<file path="config.mk">
export PLATFORM = sky130hd
export DESIGN_NAME = led_counter_multi
export DESIGN_NICKNAME = d
export VERILOG_FILES = /design/src/rtl/led_counter_pkg.sv /design/src/rtl/tick_prescaler.sv /design/src/rtl/led_counter_multi.sv
export SDC_FILE = /design/constraint.sdc
export NUM_CORES = 1
export LEC_CHECK = 0
export CAP_MARGIN = 20
export CORE_ASPECT_RATIO = 1.25
export CORE_MARGIN = 1
export CORE_UTILIZATION = 40
export CTS_CLUSTER_DIAMETER = 50
export CTS_CLUSTER_SIZE = 28
export DETAILED_ROUTE_END_ITERATION = 12
export SYNTH_ARGS = -nofsm -noshare
export SYNTH_HDL_FRONTEND = slang
export SYNTH_SLANG_ARGS = --single-unit
</file>
<file path="constraint.sdc">
create_clock -name clk -period 3.1 [get_ports clk]
set_clock_uncertainty 0.1 [all_clocks]
set_input_delay 0.775 -clock clk [delete_from_list [all_inputs] [get_ports clk]]
set_output_delay 0.775 -clock clk [all_outputs]
set_load 0.05 [all_outputs]
</file>
<file path="src/rtl/led_counter_pkg.sv">
// Shared encodings and defaults for the multi-mode LED counter.
// Latency: none (constants only).
// Backpressure: not applicable.
package led_counter_pkg;

    // Run-time count modes presented on the mode input.
    localparam logic [1:0] MODE_UP     = 2'b00;
    localparam logic [1:0] MODE_DOWN   = 2'b01;
    localparam logic [1:0] MODE_BOUNCE = 2'b10;
    localparam logic [1:0] MODE_HOLD   = 2'b11;

    // Direction flag; only bounce mode consumes it, up/down modes refresh it.
    localparam logic DIR_UP   = 1'b0;
    localparam logic DIR_DOWN = 1'b1;

    // One step per second from the 100 MHz board clock.
    localparam int unsigned C_MAX_COUNT_100MHZ = 32'd100_000_000;

    // Binary to reflected Gray code.
    function automatic logic [31:0] bin2gray(input logic [31:0] b);
        return b ^ (b >> 1);
    endfunction

endpackage

</file>
<file path="src/rtl/tick_prescaler.sv">
// Prescaler: divides clk by C_MAX_COUNT, step is high in the last cycle of each period while en=1.
// Latency: step is combinational from the registered prescaler count and en.
// Backpressure: en=0 freezes the count (pause keeps phase); clear restarts the period at 0.
module tick_prescaler #(
    parameter int unsigned C_MAX_COUNT = 32'd100_000_000
) (
    input  logic clk,
    input  logic rst_n,
    input  logic en,
    input  logic clear,
    output logic step
);

    // A 1-cycle period still needs a one-bit register to stay legal.
    localparam int unsigned PW = (C_MAX_COUNT > 1) ? $clog2(C_MAX_COUNT) : 1;
    localparam logic [PW-1:0] LAST = PW'(C_MAX_COUNT - 1);

    logic [PW-1:0] presc_q;
    logic [PW-1:0] presc_d;

    // Step fires in the final cycle of the period, only while running.
    assign step = en && (presc_q == LAST);

    // Next prescaler value: clear wins, then advance or wrap while enabled, else hold.
    always_comb begin
        presc_d = presc_q;
        if (clear) begin
            presc_d = '0;
        end else if (en) begin
            if (presc_q == LAST) begin
                presc_d = '0;
            end else begin
                presc_d = presc_q + 1'b1;
            end
        end
    end

    // Prescaler register with synchronous active-low reset.
    always_ff @(posedge clk) begin
        if (!rst_n) begin
            presc_q <= '0;
        end else begin
            presc_q <= presc_d;
        end
    end

endmodule

</file>
<file path="src/rtl/led_counter_multi.sv">
// Multi-mode LED counter (up/down/bounce/hold, wrap or saturate, load); Gray led output when LED_COUNTER_GRAY_OUT_EN is defined.
// Latency: led/tick/wrap are registered and change together one cycle after the updating edge.
// Backpressure: en=0 pauses prescaler and count; load takes effect regardless of en and discards a coincident step.
module led_counter_multi
    import led_counter_pkg::*;
#(
    parameter int          C_WIDTH     = 16,
    parameter int unsigned C_MAX_COUNT = C_MAX_COUNT_100MHZ
) (
    input  logic               clk,
    input  logic               rst_n,
    input  logic               en,
    input  logic [1:0]         mode,
    input  logic               sat,
    input  logic               load,
    input  logic [C_WIDTH-1:0] load_val,
    output logic [C_WIDTH-1:0] led,
    output logic               tick,
    output logic               wrap
);

    localparam logic [C_WIDTH-1:0] CNT_MAX = '1;
    localparam logic [C_WIDTH-1:0] CNT_ONE = C_WIDTH'(1);

    logic               step_int;

    logic [C_WIDTH-1:0] cnt_q, cnt_d;
    logic               dir_q, dir_d;
    logic [C_WIDTH-1:0] led_q, led_d;
    logic               tick_q, tick_d;
    logic               wrap_q, wrap_d;

    // Load restarts the period so the next step is a full period after the load.
    tick_prescaler #(
        .C_MAX_COUNT (C_MAX_COUNT)
    ) u_prescaler (
        .clk   (clk),
        .rst_n (rst_n),
        .en    (en),
        .clear (load),
        .step  (step_int)
    );

    // Next count/direction/status: load beats step, mode and sat only matter on a step.
    always_comb begin
        cnt_d  = cnt_q;
        dir_d  = dir_q;
        tick_d = 1'b0;
        wrap_d = 1'b0;
        if (load) begin
            cnt_d = load_val;
        end else if (step_int) begin
            tick_d = 1'b1;
            case (mode)
                MODE_UP: begin
                    dir_d = DIR_UP;
                    if (cnt_q == CNT_MAX) begin
                        wrap_d = 1'b1;
                        cnt_d  = sat ? cnt_q : '0;
                    end else begin
                        cnt_d = cnt_q + 1'b1;
                    end
                end
                MODE_DOWN: begin
                    dir_d = DIR_DOWN;
                    if (cnt_q == '0) begin
                        wrap_d = 1'b1;
                        cnt_d  = sat ? cnt_q : CNT_MAX;
                    end else begin
                        cnt_d = cnt_q - 1'b1;
                    end
                end
                MODE_BOUNCE: begin
                    // Turnaround bounces off the end-stop rather than dwelling on it.
                    if (dir_q == DIR_UP) begin
                        if (cnt_q == CNT_MAX) begin
                            cnt_d  = CNT_MAX - 1'b1;
                            dir_d  = DIR_DOWN;
                            wrap_d = 1'b1;
                        end else begin
                            cnt_d = cnt_q + 1'b1;
                        end
                    end else begin
                        if (cnt_q == '0) begin
                            cnt_d  = CNT_ONE;
                            dir_d  = DIR_UP;
                            wrap_d = 1'b1;
                        end else begin
                            cnt_d = cnt_q - 1'b1;
                        end
                    end
                end
                default: begin
                    // Hold: the count stays put but the step is still announced.
                    cnt_d = cnt_q;
                end
            endcase
        end
    end

    // Output encoding is taken from the next count so led never lags cnt.
    always_comb begin
`ifdef LED_COUNTER_GRAY_OUT_EN
        led_d = cnt_d ^ (cnt_d >> 1);
`else
        led_d = cnt_d;
`endif
    end

    // State and output registers with synchronous active-low reset.
    always_ff @(posedge clk) begin
        if (!rst_n) begin
            cnt_q  <= '0;
            dir_q  <= DIR_UP;
            led_q  <= '0;
            tick_q <= 1'b0;
            wrap_q <= 1'b0;
        end else begin
            cnt_q  <= cnt_d;
            dir_q  <= dir_d;
            led_q  <= led_d;
            tick_q <= tick_d;
            wrap_q <= wrap_d;
        end
    end

    assign led  = led_q;
    assign tick = tick_q;
    assign wrap = wrap_q;

endmodule

</file>
======== After elaboration in Yosys (flattened, before gate mapping) ========
Cells that the tools add are included.
word-level totals
  input port bits ......................... 23
  output and inout bits ................... 18
  flip-flop bits (word level) ............. 46
  logic and storage cells ................. 46
cells by class
  multiplexer cells ....................... 19
  bitwise operators ....................... 3
  eq/ne operators ......................... 6
  add/sub/neg operators ................... 3
  reductions and logical operators ........ 10
operator list
  kind                                                  number
  two-way mux 16 bit                                    9
  case mux 16 bit (3 select lines)                      1
  adder 27 x 1 -> 27 bit (second input constant)        1
  equality test 27 bit (second input constant)          1
  two-way mux 27 bit                                    1
  adder 16 x 1 -> 16 bit (second input constant)        1
  equality test 16 bit (second input constant)          1
  logical NOT 16 bit                                    1
  subtractor 16 x 1 -> 16 bit (second input constant)   1
  != test 4 bit (second input constant)                 2
  two-way mux 1 bit                                     6
  case mux 1 bit (3 select lines)                       2
  AND reduction 4 bit                                   1
  nonzero test 4 bit                                    1
  inverter 1 bit                                        3
  AND reduction 3 bit                                   1
  nonzero test 3 bit                                    1
  OR reduction 3 bit                                    1
  equality test 2 x 1 -> 1 bit (second input constant)  1
  equality test 2 bit (second input constant)           1
  logical NOT 2 bit                                     1
  nonzero test 2 bit                                    1
  OR reduction 2 bit                                    1
  logical AND 1 bit                                     1

======== Logic depth before layout (Yosys ltp) ========
  depth after elaboration ................. 6
  depth in mapped cells ................... 12
  gate-level depth less buffers ........... 9

======== Modules after synthesis ========
Synthesis repeated with hierarchy kept, for this count alone.
second synthesis, totals
  cells, all modules ...................... 496
  area total of the unflattened synthesis .. 3,823.7 sq um
modules (own cells, without submodules)
  module             sequential area each (sq um)  cells each  instances  area an instance (sq um)
  led_counter_multi  380.4                         340         1          2,471.1
  tick_prescaler     540.5                         156         1          1,352.5

======== Worst setup path after synthesis ========
Ideal clock, no wire load.
  path kind ............................... register to register
  from .................................... register, netlist name led[1]
  to ...................................... register led_q[15] (netlist: led[15])
  data required time ...................... 2.883 ns
  library setup time ...................... 0.117 ns
  cell stages (with the launch flop) ...... 11
  slack ................................... 0.080 ns
  arrival time ............................ 2.803 ns
  path buffers ............................ 2
  period minus slack after synthesis ...... 3.020 ns
  cell sequence ........................... dfxtp_1 -> ha_1 -> nand3_1 -> nor4_2 -> a32o_1 -> a211o_4 -> and2_4 -> buf_6 -> buf_6 -> nor2_1 -> a32o_1
RTL lines
  item                  RTL line                  RTL
  end signal, assigned  led_counter_multi.sv:121  led_q <= led_d;
  end, declared         led_counter_multi.sv:29   logic [C_WIDTH-1:0] led_q, led_d;

==> impl_metrics.tcl <==
set metrics [dict create \
    die-area_sq_mm 0.008915 \
    dpl_cell_area_sq_mm 0.004232 \
    fin_crit_sh_pct 96.28 \
    hold_viol 0 \
    fmax_mhz 335.0 \
    cts-root-buf "clkbuf_8" \
    drive_gt1_share_pct 15.34 \
    drv_slew 0 \
    grt_pass1_wl_mm 17.33 \
    stdcell_area_sq_mm 0.004338 \
    cts_setup_buffers 0 \
    syn2layout_area_growth_pct 27.00 \
    port_buffers 40 \
    synth_common_cells "52 x nor2_1, 46 x dfxtp_1, 37 x nand2_1" \
    leakagePower_nw 1.523 \
    setup_viol 0 \
    num_antenna_cells 0 \
    syn_inst 457 \
    grt_setup_unrepaired "false" \
    postCtsHoldBufs 0 \
    cts_sinks 46 \
    synth_most_common_cell "nor2_1" \
    relSlewSlack_pct 56.61 \
    drtIter0Drc 318 \
    wl_per_cell_microns 16.99 \
    status "finished, final reports clean" \
    die_y_microns 105.3 \
    crit_buf_inv 2 \
    grt_max_degree 28 \
    finalPower_mw 1.480 \
    path_common_cell "nand2_1" \
    path_clk_slew_ns 0.10 \
    cts-resized-gates 0 \
    min_path_type "reg -> reg" \
    critical_path.max_stage_delay_ns 0.60 \
    path_delay_family "simple AND/OR/NAND/NOR gates" \
    intPower_mw 0.9597 \
    crit_fanout 7 \
    synth.top_cell.area_share_pct 26.96 \
    firstDrtPassIters 8 \
    ys_types 66 \
    avgSynthCellArea_sq_um 7.474 \
    htree_levels 2 \
    fin_util_pct 52.64 \
    dp.cells 617 \
    synth_seq_cells 46 \
    initial_core_util_pct 41.45 \
    drcViolationCount 0 \
    arrival_ns 3.10 \
    crit_path_start "led[1]" \
    grt-ovfl-total 0 \
    min_from "u_prescaler.presc_q[25]" \
    p_clk_share_pct 27.0 \
    antenna_found_initial 0 \
    cap_viol_max_count 0 \
    syn-num-nets 488 \
    num-fill-cells 823 \
    yosys_warnings 0 \
    ios 41 \
    required_ns 3.22 \
    cts_buffer_depth 2 \
    fp.coreArea_sq_mm 0.008240 \
    netSwitchingPower_mw 0.5203 \
    via_per_inst 5.942 \
    grt_pass1_vias 3615 \
    async_flop_share_pct 0 \
    dp_hpwl_mm 7.992 \
    power_frac_seq_pct 42.5 \
    power_density_mw_per_mm2 341.2 \
    rows 37 \
    antenna_left 0 \
    critPathKind "reg -> reg" \
    gp_congestion 0.9925 \
    startpoint_type "flip-flop" \
    track_usage_pct 24.40 \
    ir_worst_vdd_mv 0.2516 \
    yosysSeqAreaShare_pct 26.96 \
    fin_setup_tns_ns 0 \
    final_nets 558 \
    tightest_slew_ns 0.6344 \
    final_cells 625 \
    num_vias 3714 \
    end_kind "flip-flop" \
    finalCriticalPeriod_ns 2.985 \
    numCtsBuffers 5 \
    cts_tree "done" \
    die_w_microns 84.66 \
    combPwrFrac_pct 30.5 \
    worstSkewPairLatency_ns 0.32 \
    synth_top_area_cell "dfxtp_1" \
    cp_slowest_cell "a2111oi_0" \
    synth_top_flop_cell "dfxtp_1" \
    crit_path_cell_trace "inv_1 -> ha_1 -> or4b_1 -> nor4_4 -> nand2_1 -> nand2_1 -> a21oi_1 -> a2111oi_0 -> buf_4 -> o21ai_0" \
    synth_edf_count 0 \
    wirelength_mm 10.62 \
    switching_share_pct 35.16 \
    r2r-start "led[1]" \
    netlist_top_cells_area "dfxtp_1 27%, nor2_1 5.7%, xnor2_1 5.6%" \
    synth_area_sq_mm 0.003416 \
]
==> power groups by stage <==
stage          logic [mW]  registers (mW)  clock network, mW
6_report            0.452           0.629              0.399
5_1_grt             0.484           0.632              0.435
4_1_cts             0.443           0.629              0.409
3_5_place_dp        0.441           0.643                  0
3_3_place_gp        0.438           0.642                  0
2_1_floorplan       0.228           0.684                  0
==> cell type report <==
class	count	area (sq um)	area share, %
flip-flops and latches	46	920.9	21.23
clock buffers	5	68.82	1.586
well taps	97	121.4	2.798
multi-input cells	361	2296	52.93
inverters	14	52.55	1.211
clock inverters	3	22.52	0.5192
repair buffers	99	855.8	19.73
==> worst paths after layout <==
check,slack (ns),end,cells past startpoint
max,0.12,led[11],10
min,0.42,u_prescaler.presc_q[25],2
max reg2reg,0.12,led[11],10
min reg2reg,0.42,u_prescaler.presc_q[25],2
==> state kept, by name (all words and copies together) (netlist names) <==
name                 flops
led                     16
dir_q                    1
u_prescaler.presc_q     27
tick                     1
wrap                     1
==> tightest hold or removal path, stage by stage, from the launching register on <==
cell,delay (ns)
dfxtp_1,0.33
o21ai_0,0.08
a21oi_1,0.07
==> metrics by stage <==
step	worst slack, ns	hold WS, ns
after floorplan	0.07957	0.3581
after global placement	-0.2368	0.3694
after detailed placement	-0.2180	0.3953
after CTS	0.08537	0.4101
after global routing	0.01044	0.4422
final	0.1153	0.4151
==> placed cells by master (no fill, tap or decap), types with 12 or more instances in the layout <==
| cell | n |
|---|---|
| a21oi_1 | 28 |
| buf_4 | 58 |
| clkdlybuf4s50_1 | 40 |
| dfxtp_1 | 46 |
| inv_1 | 13 |
| nand2_1 | 37 |
| nand3_1 | 27 |
| nand4_1 | 13 |
| nor2_1 | 52 |
| nor3_1 | 12 |
| o21ai_0 | 32 |
| xnor2_1 | 22 |
| xor2_1 | 22 |
==> per-layer routing <==
| metal | GRT usage, % | wire length, microns | vias to the layer above | share of wire (%) |
|---|---|---|---|---|
| met5 | 0 | 0 | - | 0 |
| met4 | 11.50 | 479 | 0 | 4.5 |
| met3 | 3.602 | 563 | 44 | 5.3 |
| met2 | 44.02 | 5241 | 149 | 49 |
| met1 | 28.00 | 4332 | 1711 | 41 |
| li1 | - | - | 1810 | - |
==> logic make-up after synthesis <==
| group | count (synthesis) | share of synthesized area, % |
|---|---|---|
| xor+xnor | 44 | 11.28 |
| simple gates | 187 | 28.21 |
| buf+inv | 50 | 6.264 |
| fa+ha+maj | 8 | 2.931 |
| compound gates | 119 | 23.48 |
| flops | 46 | 26.96 |
| mux | 3 | 0.8792 |
Note: power is estimated with default switching activity, not from simulation.
